$ cat src/rtl/mips_imem_loader_pkg.sv
// Shared types and constants for the MIPS instruction-memory boot loader.
package mips_loader_pkg;

    localparam int LEN_W      = 16;
    localparam int WORD_BYTES = 4;

    typedef enum logic [2:0] {
        IDLE,
        LEN_LO,
        DATA,
        CSUM,
        DONE,
        ERR
    } state_t;

endpackage

$ cat src/rtl/mips_imem_loader_if.sv
// Byte-stream input and instruction-memory write bus of the boot loader.
interface mips_imem_loader_if #(
    parameter int ADDR_W = 10
);
    logic              s_valid;
    logic [7:0]        s_data;
    logic              s_ready;
    logic              mem_we;
    logic [ADDR_W-1:0] mem_addr;
    logic [31:0]       mem_wdata;

    // Host side: drives the byte stream, observes the memory writes.
    modport master (
        output s_valid, s_data,
        input  s_ready, mem_we, mem_addr, mem_wdata
    );

    // Loader side: consumes the byte stream, drives the memory writes.
    modport slave (
        input  s_valid, s_data,
        output s_ready, mem_we, mem_addr, mem_wdata
    );
endinterface

$ cat src/rtl/mips_imem_loader_word_pack.sv
// Packs accepted data bytes into big-endian 32-bit words and keeps a running
// XOR checksum over every data byte of the image.
module loader_word_pack
    import mips_loader_pkg::*;
(
    input  logic        clk1,
    input  logic        rst_n,
    input  logic        clr,
    input  logic        byte_vld,
    input  logic [7:0]  byte_in,
    output logic        word_valid,
    output logic [31:0] word,
    output logic [7:0]  csum
);

    logic [1:0]  bcnt;
    logic [23:0] sr;
    logic [7:0]  acc;

    // The word completes combinationally with its 4th byte so the top can
    // register the write strobe on the same edge that accepts the byte.
    assign word_valid = byte_vld && (bcnt == 2'(WORD_BYTES - 1));
    assign word       = {sr, byte_in};
    assign csum       = acc;

    // Byte counter, shift register and checksum accumulator.
    always_ff @(posedge clk1 or negedge rst_n) begin
        if (!rst_n) begin
            bcnt <= '0;
            sr   <= '0;
            acc  <= '0;
        end else if (clr) begin
            bcnt <= '0;
            sr   <= '0;
            acc  <= '0;
        end else if (byte_vld) begin
            bcnt <= bcnt + 2'd1;
            sr   <= {sr[15:0], byte_in};
            acc  <= acc ^ byte_in;
        end
    end

endmodule

$ cat src/rtl/mips_imem_loader.sv
// Framed byte-stream boot loader: writes the image into instruction memory
// from word 0, holds the core while loading and releases it with a start
// pulse once the checksum matches.
module mips_imem_loader
    import mips_loader_pkg::*;
#(
    parameter int ADDR_W = 10
) (
    input  logic              clk1,
    input  logic              rst_n,
    mips_imem_loader_if.slave bus,
    input  logic              reload,
    output logic              core_hold,
    output logic              core_start,
    output logic              load_err,
    output logic [LEN_W-1:0]  words_loaded
);

    state_t            state, state_nxt;
    logic [7:0]        len_hi;
    logic [LEN_W-1:0]  n_len;
    logic [LEN_W-1:0]  len_nxt;
    logic [ADDR_W:0]   widx;       // one extra bit so N = 2**ADDR_W fits
    logic [LEN_W-1:0]  wcnt;
    logic              acc_byte;
    logic              data_acc;
    logic              restart;
    logic              last_word;
    logic              csum_ok;
    logic              word_valid;
    logic [31:0]       word;
    logic [7:0]        csum;
    logic              we_q;
    logic [ADDR_W-1:0] addr_q;
    logic [31:0]       wdata_q;
    logic              start_q;

    assign bus.s_ready = (state == IDLE) || (state == LEN_LO) ||
                         (state == DATA) || (state == CSUM);
    assign acc_byte    = bus.s_valid && bus.s_ready;
    assign data_acc    = acc_byte && (state == DATA);
    assign restart     = reload && ((state == DONE) || (state == ERR));
    assign len_nxt     = {len_hi, bus.s_data};
    assign last_word   = word_valid && ((32'(widx) + 32'd1) == 32'(n_len));
    assign csum_ok     = (bus.s_data == csum);

    assign core_hold    = (state != DONE);
    assign load_err     = (state == ERR);
    assign core_start   = start_q;
    assign words_loaded = wcnt;
    assign bus.mem_we    = we_q;
    assign bus.mem_addr  = addr_q;
    assign bus.mem_wdata = wdata_q;

    loader_word_pack u_pack (
        .clk1       (clk1),
        .rst_n      (rst_n),
        .clr        (restart),
        .byte_vld   (data_acc),
        .byte_in    (bus.s_data),
        .word_valid (word_valid),
        .word       (word),
        .csum       (csum)
    );

    // State register.
    always_ff @(posedge clk1 or negedge rst_n) begin
        if (!rst_n) state <= IDLE;
        else        state <= state_nxt;
    end

    // Next-state decode from byte acceptance, length and checksum.
    always_comb begin
        state_nxt = state;
        case (state)
            IDLE:   if (acc_byte) state_nxt = LEN_LO;
            LEN_LO: if (acc_byte) begin
                        if (32'(len_nxt) > (32'd1 << ADDR_W)) state_nxt = ERR;
                        else if (len_nxt == '0)                state_nxt = CSUM;
                        else                                   state_nxt = DATA;
                    end
            DATA:   if (last_word) state_nxt = CSUM;
            CSUM:   if (acc_byte) state_nxt = csum_ok ? DONE : ERR;
            DONE,
            ERR:    if (restart) state_nxt = IDLE;
            default: state_nxt = IDLE;
        endcase
    end

    // Length capture from the two header bytes.
    always_ff @(posedge clk1 or negedge rst_n) begin
        if (!rst_n) begin
            len_hi <= '0;
            n_len  <= '0;
        end else if (acc_byte && (state == IDLE)) begin
            len_hi <= bus.s_data;
        end else if (acc_byte && (state == LEN_LO)) begin
            n_len <= len_nxt;
        end
    end

    // Word index and loaded-word count, cleared when a new image is requested.
    always_ff @(posedge clk1 or negedge rst_n) begin
        if (!rst_n) begin
            widx <= '0;
            wcnt <= '0;
        end else if (restart) begin
            widx <= '0;
            wcnt <= '0;
        end else if (word_valid) begin
            widx <= widx + 1'b1;
            wcnt <= wcnt + 1'b1;
        end
    end

    // Registered memory write and start pulse.
    always_ff @(posedge clk1 or negedge rst_n) begin
        if (!rst_n) begin
            we_q    <= 1'b0;
            addr_q  <= '0;
            wdata_q <= '0;
            start_q <= 1'b0;
        end else begin
            we_q    <= word_valid;
            start_q <= acc_byte && (state == CSUM) && csum_ok;
            if (word_valid) begin
                addr_q  <= widx[ADDR_W-1:0];
                wdata_q <= word;
            end
        end
    end

endmodule

$ cat src/flat_wrapper.sv
// flat-port wrapper written by rule: the top's interface ports become plain ports
module mips_imem_loader_flat import mips_loader_pkg::*;
#(
    parameter int ADDR_W = 10
)
  (clk1, rst_n, reload, core_hold, core_start, load_err, words_loaded, bus_s_valid, bus_s_data, bus_s_ready, bus_mem_we, bus_mem_addr, bus_mem_wdata);
  mips_imem_loader_if #(.ADDR_W(ADDR_W)) bus_i ();
  input  logic clk1;
  input  logic rst_n;
  input  logic reload;
  output logic core_hold;
  output logic core_start;
  output logic load_err;
  output logic [LEN_W-1:0] words_loaded;
  input wire logic [$bits(bus_i.s_valid)-1:0] bus_s_valid;
  input wire logic [$bits(bus_i.s_data)-1:0] bus_s_data;
  output wire logic [$bits(bus_i.s_ready)-1:0] bus_s_ready;
  output wire logic [$bits(bus_i.mem_we)-1:0] bus_mem_we;
  output wire logic [$bits(bus_i.mem_addr)-1:0] bus_mem_addr;
  output wire logic [$bits(bus_i.mem_wdata)-1:0] bus_mem_wdata;
  assign bus_i.s_valid = bus_s_valid;
  assign bus_i.s_data = bus_s_data;
  assign bus_s_ready = bus_i.s_ready;
  assign bus_mem_we = bus_i.mem_we;
  assign bus_mem_addr = bus_i.mem_addr;
  assign bus_mem_wdata = bus_i.mem_wdata;
  mips_imem_loader #(.ADDR_W(ADDR_W)) u_core (.clk1(clk1), .rst_n(rst_n), .bus(bus_i), .reload(reload), .core_hold(core_hold), .core_start(core_start), .load_err(load_err), .words_loaded(words_loaded));
endmodule
$ cat config.mk
export PLATFORM = sky130hd
export DESIGN_NAME = mips_imem_loader_flat
export DESIGN_NICKNAME = d
export VERILOG_FILES = /design/src/rtl/mips_imem_loader_pkg.sv /design/src/rtl/mips_imem_loader_if.sv /design/src/rtl/mips_imem_loader_word_pack.sv /design/src/rtl/mips_imem_loader.sv /design/src/flat_wrapper.sv
export SDC_FILE = /design/constraint.sdc
export NUM_CORES = 1
export LEC_CHECK = 0
export ABC_AREA = 0
export CAP_MARGIN = 15
export CORE_ASPECT_RATIO = 1.75
export CORE_MARGIN = 2
export CORE_UTILIZATION = 40
export DETAILED_ROUTE_END_ITERATION = 6
export HOLD_SLACK_MARGIN = 0.12
export PLACE_DENSITY = 0.7
export SETUP_SLACK_MARGIN = 0.2
export SYNTH_ARGS = -nofsm -noshare
export SYNTH_HDL_FRONTEND = slang
export SYNTH_SLANG_ARGS = --single-unit
$ cat constraint.sdc
create_clock -name clk1 -period 6.05 [get_ports clk1]
set_input_delay 1.21 -clock clk1 [delete_from_list [all_inputs] [get_ports clk1]]
set_output_delay 1.21 -clock clk1 [all_outputs]
set_load 0.01 [all_outputs]
==> reports/qor.txt <==
Layout area overhead = 23.9%
Clk slew on worst S/H paths = 0.05 ns
Total placed cells including tap cells = 825
Crit Path Category = input port to flip-flop
Initial DRC count = 292
Via count = 4476
Design Power = 2.33 mW
Largest fanout on the critical path = 54
N_diodes = 0
Clock Path Buffers = 2
Final Max Tran Viols = 0
Yosys cell types = 50
Cts bufs inserted = 17
GRT Resource Usage Total = 0.186
Initial antenna violation count = 0
Synth warn = 0
DRC viols = 0
Dpl ws = 2.00 ns
Worst VDD drop = 0.237 mV
Share of layout cells above drive strength 1 = 0.0991
Post-Syn Instances = 599
Fin util = 0.506
Vias in the first global route = 4678
DR pass1 iterations = 5
Io pins = 75
Pwr dens = 323 nW/um2
Post-synth EDFFs = 0
CTS H-tree depth = 4
Post-CTS setup buffers = 0
Fill count = 1294
Clk_skew = 0.00994 ns
Final Hold Slack = 0.472 ns
Largest net degree at the start of global routing = 70
Critical Path AT = 3.90 ns
Syn avg cell area = 9.75 um2
Initial cell density of the core = 0.408
RSZ-0062 raised after global routing = no
CTS sink cnt = 132
Worst-Margin Slew = 0.916 ns
Ys async rst share = 1.00
Vias per std cell = 5.23
Setup WS post-layout = 2.42 ns
Netlist Area Pre-Place = 5840 um2
Setup_tns = 0 ns
Hold_buf cts = 0
Final Hold Fails = 0
Worst path required time = 6.32 ns
Routability cong. = 0.842
PortBufs = 74
Global-route wire length before repair = 22800 um
NumNets Final = 680
GRT overflow = 0
Post-Layout Cell Count = 856
Setup-failing EPs final = 0
Register area share after synthesis = 0.566
Leak = 3.42 nW
Worst skew pair latency = 0.41 ns
Syn Nets = 614
Synth Register Bits = 132
Status = finished clean
Row count = 58
Worst relative slew slack = 0.388
Die span in x = 95.3 um
Fmax = 275 MHz
DP Area = 6710 um2
Kind of end point of the critical path = flip-flop
Post-route cell area = 7230 um2
DRT antenna net count = 0
Core area = 14300 um2
DPL Wire Length = 9170 um
CTS tree = done
Total wire length = 13300 um
Synth Flop Type = dfrtp_1
Min Tclk post-route = 3.63 ns
PostCTS Resize Cnt = 0
Max-Cap Viols = 0
DR WL/cell = 15.6 um
Final period util = 0.601
Worst min-delay path category = flip-flop to flip-flop
Worst Setup Start Kind = input port
Die area = 15600 um2
Root buffer cell = clkbuf_16
Die Span Y = 164 um
## final cells by class
cell class	instances	area, um2	area share
clock buffer	25	485	0.0671
clock inverter	5	27.5	0.00380
inverter	6	22.5	0.00311
multi-input combinational	429	2390	0.331
sequential	132	3300	0.457
tap	180	225	0.0311
timing repair buffer	79	779	0.108
## metal layers
| layer | up-vias | global-route usage | routed length (um) |
|---|---|---|---|
| li1 | 2134 | - | - |
| met1 | 2220 | 0.236 | 5640 |
| met2 | 110 | 0.309 | 6970 |
| met3 | 12 | 0.0394 | 507 |
| met4 | 0 | 0.0698 | 220 |
| met5 | - | 0 | 0 |
## final timing paths
| path | start | end | slack (ns) | cells after the start |
|---|---|---|---|---|
| min in group asynchronous | rst_n | u_core.bus.mem_wdata[15] | 0.91 | 1 |
| max reg2reg | u_core.state[2] | u_core.widx[5] | 3.24 | 7 |
| max in group asynchronous | rst_n | u_core.bus.mem_addr[5] | 3.76 | 2 |
| min reg2reg | u_core.u_pack.sr[17] | u_core.bus.mem_wdata[25] | 0.47 | 2 |
| min | u_core.u_pack.sr[17] | u_core.bus.mem_wdata[25] | 0.47 | 2 |
| max | bus_s_valid | u_core.widx[5] | 2.42 | 8 |
## cell families (layout without fill, tap and decap cells)
group,Yosys count,after routing,synth area share
compound gates,72,72,0.0774
flops,132,132,0.566
mux,26,26,0.0495
xor+xnor,37,37,0.0555
simple gates,291,291,0.218
buf+inv,38,115,0.0274
fa+ha+maj,3,3,0.00643
## registers in the layout (all words and copies together) (netlist names), 2 cells and up
register,cells
u_core.bus.mem_wdata,32
u_core.u_pack.sr,24
u_core.n_len,16
u_core.words_loaded,16
u_core.widx,11
u_core.bus.mem_addr,10
u_core.len_hi,8
u_core.u_pack.csum,8
u_core.state,3
u_core.u_pack.bcnt,2
## cells in the mapped netlist (all sizes together) (3+ instances only)
cell type / number / area [um2]
a21oi: 9 / 45.0
nand2: 194 / 733
dfrtp: 132 / 3300
mux2i: 3 / 30.0
nand4: 6 / 37.5
a22o: 11 / 96.3
nor4: 8 / 71.3
xor2: 22 / 193
xnor2: 15 / 131
ha: 3 / 37.5
nand3: 19 / 100
o31ai: 4 / 30.0
and3: 6 / 38.8
o21ai: 36 / 180
nor2: 40 / 150
clkbuf: 20 / 75.1
nor3: 6 / 46.3
inv: 6 / 22.5
mux2: 23 / 259
buf: 12 / 62.6
## layout by cell type (no fill, tap or decap), types with 2 or more instances in the layout
cell,n
clkbuf_8,3
inv_1,5
xor2_1,22
nor2_1,40
a21oi_1,9
nor4_1,6
buf_4,5
ha_1,3
or4_1,2
nand2_1,192
mux2_2,23
clkbuf_1,5
dfrtp_1,132
clkdlybuf4s50_1,73
nand4_1,6
nor3_1,4
xnor2_1,15
nand3_1,18
o21ai_0,36
a31oi_1,2
clkbuf_16,17
or3_1,2
mux2i_1,3
and2_1,2
o31ai_1,4
and3_1,5
clkinv_2,4
nand2_2,2
a22o_1,11
## power breakdown
part	switching, mW	internal [mW]	total (mW)
registers	0.0936	0.977	1.07
logic	0.182	0.183	0.365
clock network	0.350	0.548	0.898
total	0.625	1.71	2.33
## critical path: stages
cell	delay, ns
clkdlybuf4s50_1	0.60
nor4bb_4	0.33
buf_4	0.34
nand2_2	0.10
inv_2	0.65
nor2_1	0.29
o21ai_0	0.27
o31ai_1	0.10
No activity file was read; power rests on OpenSTA's default activity.
